<file path="config.mk">
export PLATFORM = sky130hd
export DESIGN_NAME = qtestpd_st_to_ram_writer
export DESIGN_NICKNAME = d
export VERILOG_FILES = /design/src/rtl/qtestpd_st_to_ram_writer.sv
export SDC_FILE = /design/constraint.sdc
export NUM_CORES = 1
export LEC_CHECK = 0
export ABC_AREA = 1
export ABC_CLOCK_PERIOD_IN_PS = 4200
export CAP_MARGIN = 40
export CORE_UTILIZATION = 47
export DETAILED_ROUTE_END_ITERATION = 8
export PLACE_DENSITY = 0.86
export SETUP_SLACK_MARGIN = 0.5
export SKIP_CTS_REPAIR_TIMING = 1
export SLEW_MARGIN = 20
export SYNTH_ARGS = -nofsm -noshare
export SYNTH_HDL_FRONTEND = slang
export SYNTH_SLANG_ARGS = --single-unit
</file>
<file path="constraint.sdc">
create_clock -name clk -period 4.2 [get_ports clk]
set_clock_uncertainty 0.05 [all_clocks]
set_input_delay 0.84 -clock clk [delete_from_list [all_inputs] [get_ports clk]]
set_output_delay 0.84 -clock clk [all_outputs]
set_load 0.03 [all_outputs]
</file>
<file path="src/rtl/qtestpd_st_to_ram_writer.sv">
// qtestpd_st_to_ram_writer
//   Avalon-ST sink that captures one packet of 64-bit beats into the qtestpd
//   dual-port RAM through its s2 port. Software arms it with start/base_addr/
//   max_words and reads back word_count, done, overflow and proto_err.
// Ports
//   clk, reset            single clock, synchronous active-high reset
//   start, base_addr,     arm pulse, first word address, word limit
//   max_words             (0 means full RAM depth)
//   st_*                  Avalon-ST sink (valid/ready/data/sop/eop/empty)
//   *2                    RAM s2 write port (address/byteenable/chipselect/
//                         write/writedata/clken)
//   busy, done,           status: armed/capturing, 1-cycle finish pulse,
//   word_count,           words written, sticky overflow and
//   overflow, proto_err   mid-packet sop flags
module qtestpd_st_to_ram_writer #(
    parameter int DATA_W  = 64,
    parameter int BE_W    = 8,
    parameter int ADDR_W  = 7,
    parameter int EMPTY_W = 3
) (
    input  logic               clk,
    input  logic               reset,
    input  logic               start,
    input  logic [ADDR_W-1:0]  base_addr,
    input  logic [ADDR_W:0]    max_words,
    input  logic               st_valid,
    output logic               st_ready,
    input  logic [DATA_W-1:0]  st_data,
    input  logic               st_sop,
    input  logic               st_eop,
    input  logic [EMPTY_W-1:0] st_empty,
    output logic [ADDR_W-1:0]  address2,
    output logic [BE_W-1:0]    byteenable2,
    output logic               chipselect2,
    output logic               write2,
    output logic [DATA_W-1:0]  writedata2,
    output logic               clken2,
    output logic               busy,
    output logic               done,
    output logic [ADDR_W:0]    word_count,
    output logic               overflow,
    output logic               proto_err
);

    typedef enum logic [2:0] {IDLE, ARM, CAPTURE, DRAIN, FINISH} state_t;

    localparam logic [BE_W-1:0] BE_ALL    = '1;
    localparam logic [ADDR_W:0] FULL_DEPTH = {1'b1, {ADDR_W{1'b0}}};

    state_t            state, state_nx;
    logic [ADDR_W-1:0] base_q;
    logic [ADDR_W:0]   limit_q;
    logic [ADDR_W:0]   wc_inc;
    logic              accept;
    logic              last_word;
    logic              wr_beat;
    logic              set_ovf;
    logic              set_perr;

    assign st_ready  = (state == ARM) || (state == CAPTURE) || (state == DRAIN);
    assign busy      = st_ready;
    assign done      = (state == FINISH);
    assign clken2    = 1'b1;
    assign accept    = st_valid && st_ready;
    assign wc_inc    = word_count + 1'b1;
    // The beat being written now is the one that fills the limit.
    assign last_word = (wc_inc == limit_q);

    always_comb begin
        state_nx = state;
        wr_beat  = 1'b0;
        set_ovf  = 1'b0;
        set_perr = 1'b0;
        case (state)
            IDLE: if (start) state_nx = ARM;
            ARM: begin
                // Non-sop beats before the packet are swallowed.
                if (accept && st_sop) begin
                    wr_beat = 1'b1;
                    if (st_eop) begin
                        state_nx = FINISH;
                    end else if (last_word) begin
                        state_nx = FINISH;
                        set_ovf  = 1'b1;
                    end else begin
                        state_nx = CAPTURE;
                    end
                end
            end
            CAPTURE: begin
                if (accept) begin
                    wr_beat  = 1'b1;
                    set_perr = st_sop;
                    if (st_eop) begin
                        state_nx = FINISH;
                    end else if (last_word) begin
                        state_nx = DRAIN;
                        set_ovf  = 1'b1;
                    end
                end
            end
            DRAIN:   if (accept && st_eop) state_nx = FINISH;
            FINISH:  state_nx = IDLE;
            default: state_nx = IDLE;
        endcase
    end

    always_ff @(posedge clk) begin
        if (reset) begin
            state       <= IDLE;
            base_q      <= '0;
            limit_q     <= '0;
            word_count  <= '0;
            overflow    <= 1'b0;
            proto_err   <= 1'b0;
            chipselect2 <= 1'b0;
            write2      <= 1'b0;
            address2    <= '0;
            byteenable2 <= '0;
            writedata2  <= '0;
        end else begin
            state       <= state_nx;
            chipselect2 <= wr_beat;
            write2      <= wr_beat;
            if (state == IDLE && start) begin
                base_q     <= base_addr;
                limit_q    <= (max_words == '0) ? FULL_DEPTH : max_words;
                word_count <= '0;
                overflow   <= 1'b0;
                proto_err  <= 1'b0;
            end else begin
                if (set_ovf)  overflow  <= 1'b1;
                if (set_perr) proto_err <= 1'b1;
            end
            if (wr_beat) begin
                // Address wraps modulo RAM depth through truncation.
                address2    <= base_q + word_count[ADDR_W-1:0];
                writedata2  <= st_data;
                byteenable2 <= st_eop ? (BE_ALL >> st_empty) : BE_ALL;
                word_count  <= wc_inc;
            end
        end
    end

endmodule

</file>
# After elaboration in Yosys (flattened, before gate mapping)
# Cells that the tools add are included.
# Widths: inputs -> output; s select.
# totals
register_bits	108
out_inout_bits	95
wordCells	57
# classes
add_sub_neg	2
n_eq_ne	10
shifts	1
mux	23
n_reduce_logical	11
# ops
operator	n
$mux 8	4
$mux 3	8
$pmux 3 s4	1
$add 8x1->8 const B	1
$eq 8x8->1	1
$logic_not 8->1	1
$mux 1	8
$shr 8x3->8 const A	1
$add 7x7->7	1
$eq 3x2->1 const B	2
$reduce_and 5->1	1
$logic_and 1x1->1	4
$ne 2x1->1 const B	2
$ne 2x2->1 const B	2
$pmux 1 s2	2
$eq 3x1->1 const B	1
$eq 3x3->1 const B	1
$logic_not 3->1	1
$ne 3x3->1 const B	1
$logic_or 1x1->1	2
$reduce_bool 2->1	1
$reduce_or 2->1	1

# Longest topological paths before layout
# depth
ltp_word	8
ltp_mapped	14
ltp_nobuf	14

# Worst setup path after synthesis
# No wires, ideal clock.
# synth_timing
path_kind	flip-flop to flip-flop
from	register word_count[0]
to	register address2[6]
arrival_time_ps	1992
path_slack_ps	2045
path_stages_with_launch	11
n_path_buf	0
path_cell_list	dfxtp_1 -> ha_1 -> inv_1 -> fa_1 -> o21ai_0 -> a21oi_1 -> nor2_1 -> nor2_1 -> xor2_1 -> o21ai_1 -> inv_1
# synth_via
elab_chain_len	1
# synth_lines
item	line_no	source
from (decl)	40	output logic [ADDR_W:0] word_count,
from (signal assigned)	140	word_count <= wc_inc;
$add 7x7->7	137	address2 <= base_q + word_count[ADDR_W-1:0];
to (signal assigned)	137	
to (decl)	32	output logic [ADDR_W-1:0] address2,
# No other way between the ends.
# A chain may end at the register's enable or synchronous reset.

# Worst setup path after layout
# layout_timing
from	register state[1]
to	output done
# layout_via
elab_chain_len	1
# layout_lines
item	line_no	source
from (decl)	50	state_t state, state_nx;
from (signal assigned)	122	state <= state_nx;
$eq 3x3->1	62	assign done = (state == FINISH);
to (decl)	39	output logic done,
# No other way between the ends.

==> metrics <==
pwr/cell area=454.9 nW/um^2; Yosys reg bits=108; layout cell share with drive strength beyond 1=around 5.2%; die area=9979 sq um; Least-Margin Pin Slew=0.7995 ns; worst r2r src=word_count[0]; Yosys top cell area share=approximately 48%; Initial Util=approximately half; clock share of power=19.3%; Crit. End Element=primary output; min-delay worst type=flip-flop to flip-flop; Worst-Skew Late Latency=about 0.36 ns; # diodes=0; post-synthesis cell type count=35; die width=around 100 um; Max-Cap Viols=0; Worst Setup EP=done; Fmax=around 0.38 GHz; Critical Path RT=around 3.3 ns; sw frac=between 30% and 40%; Die Y=roughly 100 um; top post-synthesis cells by area=dfxtp_1 48%, nor2_1 14%, o21ai_1 7.3%; most frequent cells in the layout=181 x clkdlybuf4s50_1, 167 x nor2_1, 108 x dfxtp_1; Slew Limit Fails=0; crit path max fanout=4; Post-synth EDFFs=0; Leak=0.002438 uW; combinational fraction of design power=roughly 38%; top_reg_cell synth=dfxtp_1; first drt pass iteration count=5; ys async rst share=0%; # IOs=183; antenna-violating nets left=0; GRT overflow=0; register area share after synthesis=around half; routability cong.=between 0.8 and 0.9; vias in the first global route=around 4100; Final Routed Wirelength=between 10000 and 15000 um; Reg clk slew, reported paths=0.10 ns; count of input and output buffers=about 180; CTS tree=done; Slew headroom=46.70%; outcome=complete, no violations; Num Clock Sinks=roughly 110; first-pass GRT wire length=just under 20000 um; R2R Path End=address2[6]; Layout Nets=about 860; root buf cell=clkbuf_8; Filler Cell Count=755; maximum root-to-sink buffer count=2; Vias per Instance=a little over 5; commonest non-fill, non-tap cell in the layout=clkdlybuf4s50_1; core area=9240 sq um; Remaining DRCs=0; Total GRT Usage=around 25%; Hold Fails Final Rpt=0; Syn Area/Cell=7.445 sq um; TNS Setup=0 ns; synth warn=0; multi-input logic area=~2000 sq um; maximum vdd drop=~0.00025 V; area leader, netlist=dfxtp_1; synthesized area=4504 sq um; largest net degree at the start of global routing=75; initial antenna violation count=0; hpwl dp=~9000 um; part of the cycle the worst path needs=63.13%; via count=~4500; register-to-register setup slack=between 1.5 and 2 ns; RSZ-0062 raised after global routing=false; crit path from=state[1]; row count=35; Final setup viols=0; CP Class=flip-flop to primary output; Worst Reg-to-Reg Cells=10; P&R area growth vs syn=44.42%; Final min period=2.651 ns; H-Tree Depth=3; Worst Path Arrival=between 1.5 and 2 ns; Post-Syn Nets=701; overall power=2959 uW; Sw Pwr=around 1100 uW; DR iter-0 viols=between 150 and 200; cts bufs inserted=9; Seq pwr share=between 40% and 50%; cell count after synthesis=605; Sequential Area=roughly 2200 sq um; DR WL/cell=about 14 um; Startpoint Class=flip-flop; Internal Power=1859 uW
[registers in the layout (all words and copies together), names as in the netlist]
register,count
limit_q,8
write2,1
writedata2,64
state,3
word_count,8
base_q,7
byteenable2,8
address2,7
overflow,1
proto_err,1
[metrics by stage]
stage | cell area, sq um | std cells | util [%] | setup slack [ns] | hold WS [ns]
final | 6505 | 900 | 70.40 | 1.549 | 0.4139
after global routing | 6505 | 900 | 70.40 | 1.450 | 0.4464
after CTS | 6505 | 900 | 70.40 | 1.528 | 0.4151
after detailed placement | 6336 | 885 | 68.57 | 1.260 | 0.4000
after global placement | 6336 | 885 | 68.57 | 1.310 | 0.3920
after floorplan | 4504 | 605 | - | 2.045 | 0.3946
[logic make-up (layout without fill, tap and decap cells)]
group	Yosys count	in the layout	share of synthesized area, %
compound gates	133	133	15.11
xor+xnor	7	7	1.361
fa+ha+maj	8	8	2.389
buf+inv	76	242	7.777
flops	108	108	48.00
other cells	1	1	0.08325
simple gates	272	272	25.28
[per-layer routing]
metal  vias to the layer above  global-route usage, %  part of all wire (%)
li1                       2276                      -                     -
met1                      2068                  30.70                    42
met2                       163                  43.98                    50
met3                        18                  3.760                   6.5
met4                         0                  7.805                   1.3
met5                         -                      0                     0
[Yosys cell counts (all sizes together), types with 2 or more instances]
library cell,count
dfxtp,108
nand4,4
xnor2,3
nor2,175
clkbuf,12
xor2,4
nor3,6
a211oi,2
o21ai,95
inv,43
nand2,57
a21oi,33
buf,21
ha,7
nand3,26
[worst max-delay path: stages, from the launching register on]
cell and delay (ns):
dfxtp_1 0.37, nor2_2 0.18, inv_2 0.08, nor2_1 0.09, clkdlybuf4s50_1 0.67
[power groups by stage]
stage | sequential (uW) | combinational [uW] | clock (uW)
6_report | 1260 | 1120 | 571
5_1_grt | 1280 | 1220 | 628
4_1_cts | 1260 | 1130 | 582
3_5_place_dp | 1290 | 1120 | 0
3_3_place_gp | 1280 | 1100 | 0
2_1_floorplan | 1490 | 509 | 0
[cell type report]
type	count	area share, %
Multi-Input combinational cell	421	30.62
Tap cell	129	2.481
Timing Repair Buffer	184	28.58
Clock buffer	12	2.231
Sequential cell	108	33.24
Clock inverter	3	0.3655
Inverter	43	2.481
[worst min-delay path by stage]
stage | from | end | slack, ns | cells after the start
after CTS | overflow | overflow | 0.42 | 2
after global routing | overflow | overflow | 0.45 | 2
final | overflow | overflow | 0.41 | 2
after floorplan | limit_q[2] | limit_q[2] | 0.39 | 2
after global placement | proto_err | proto_err | 0.39 | 2
after detailed placement | overflow | overflow | 0.40 | 2
Note: power is estimated with default switching activity, not from simulation.
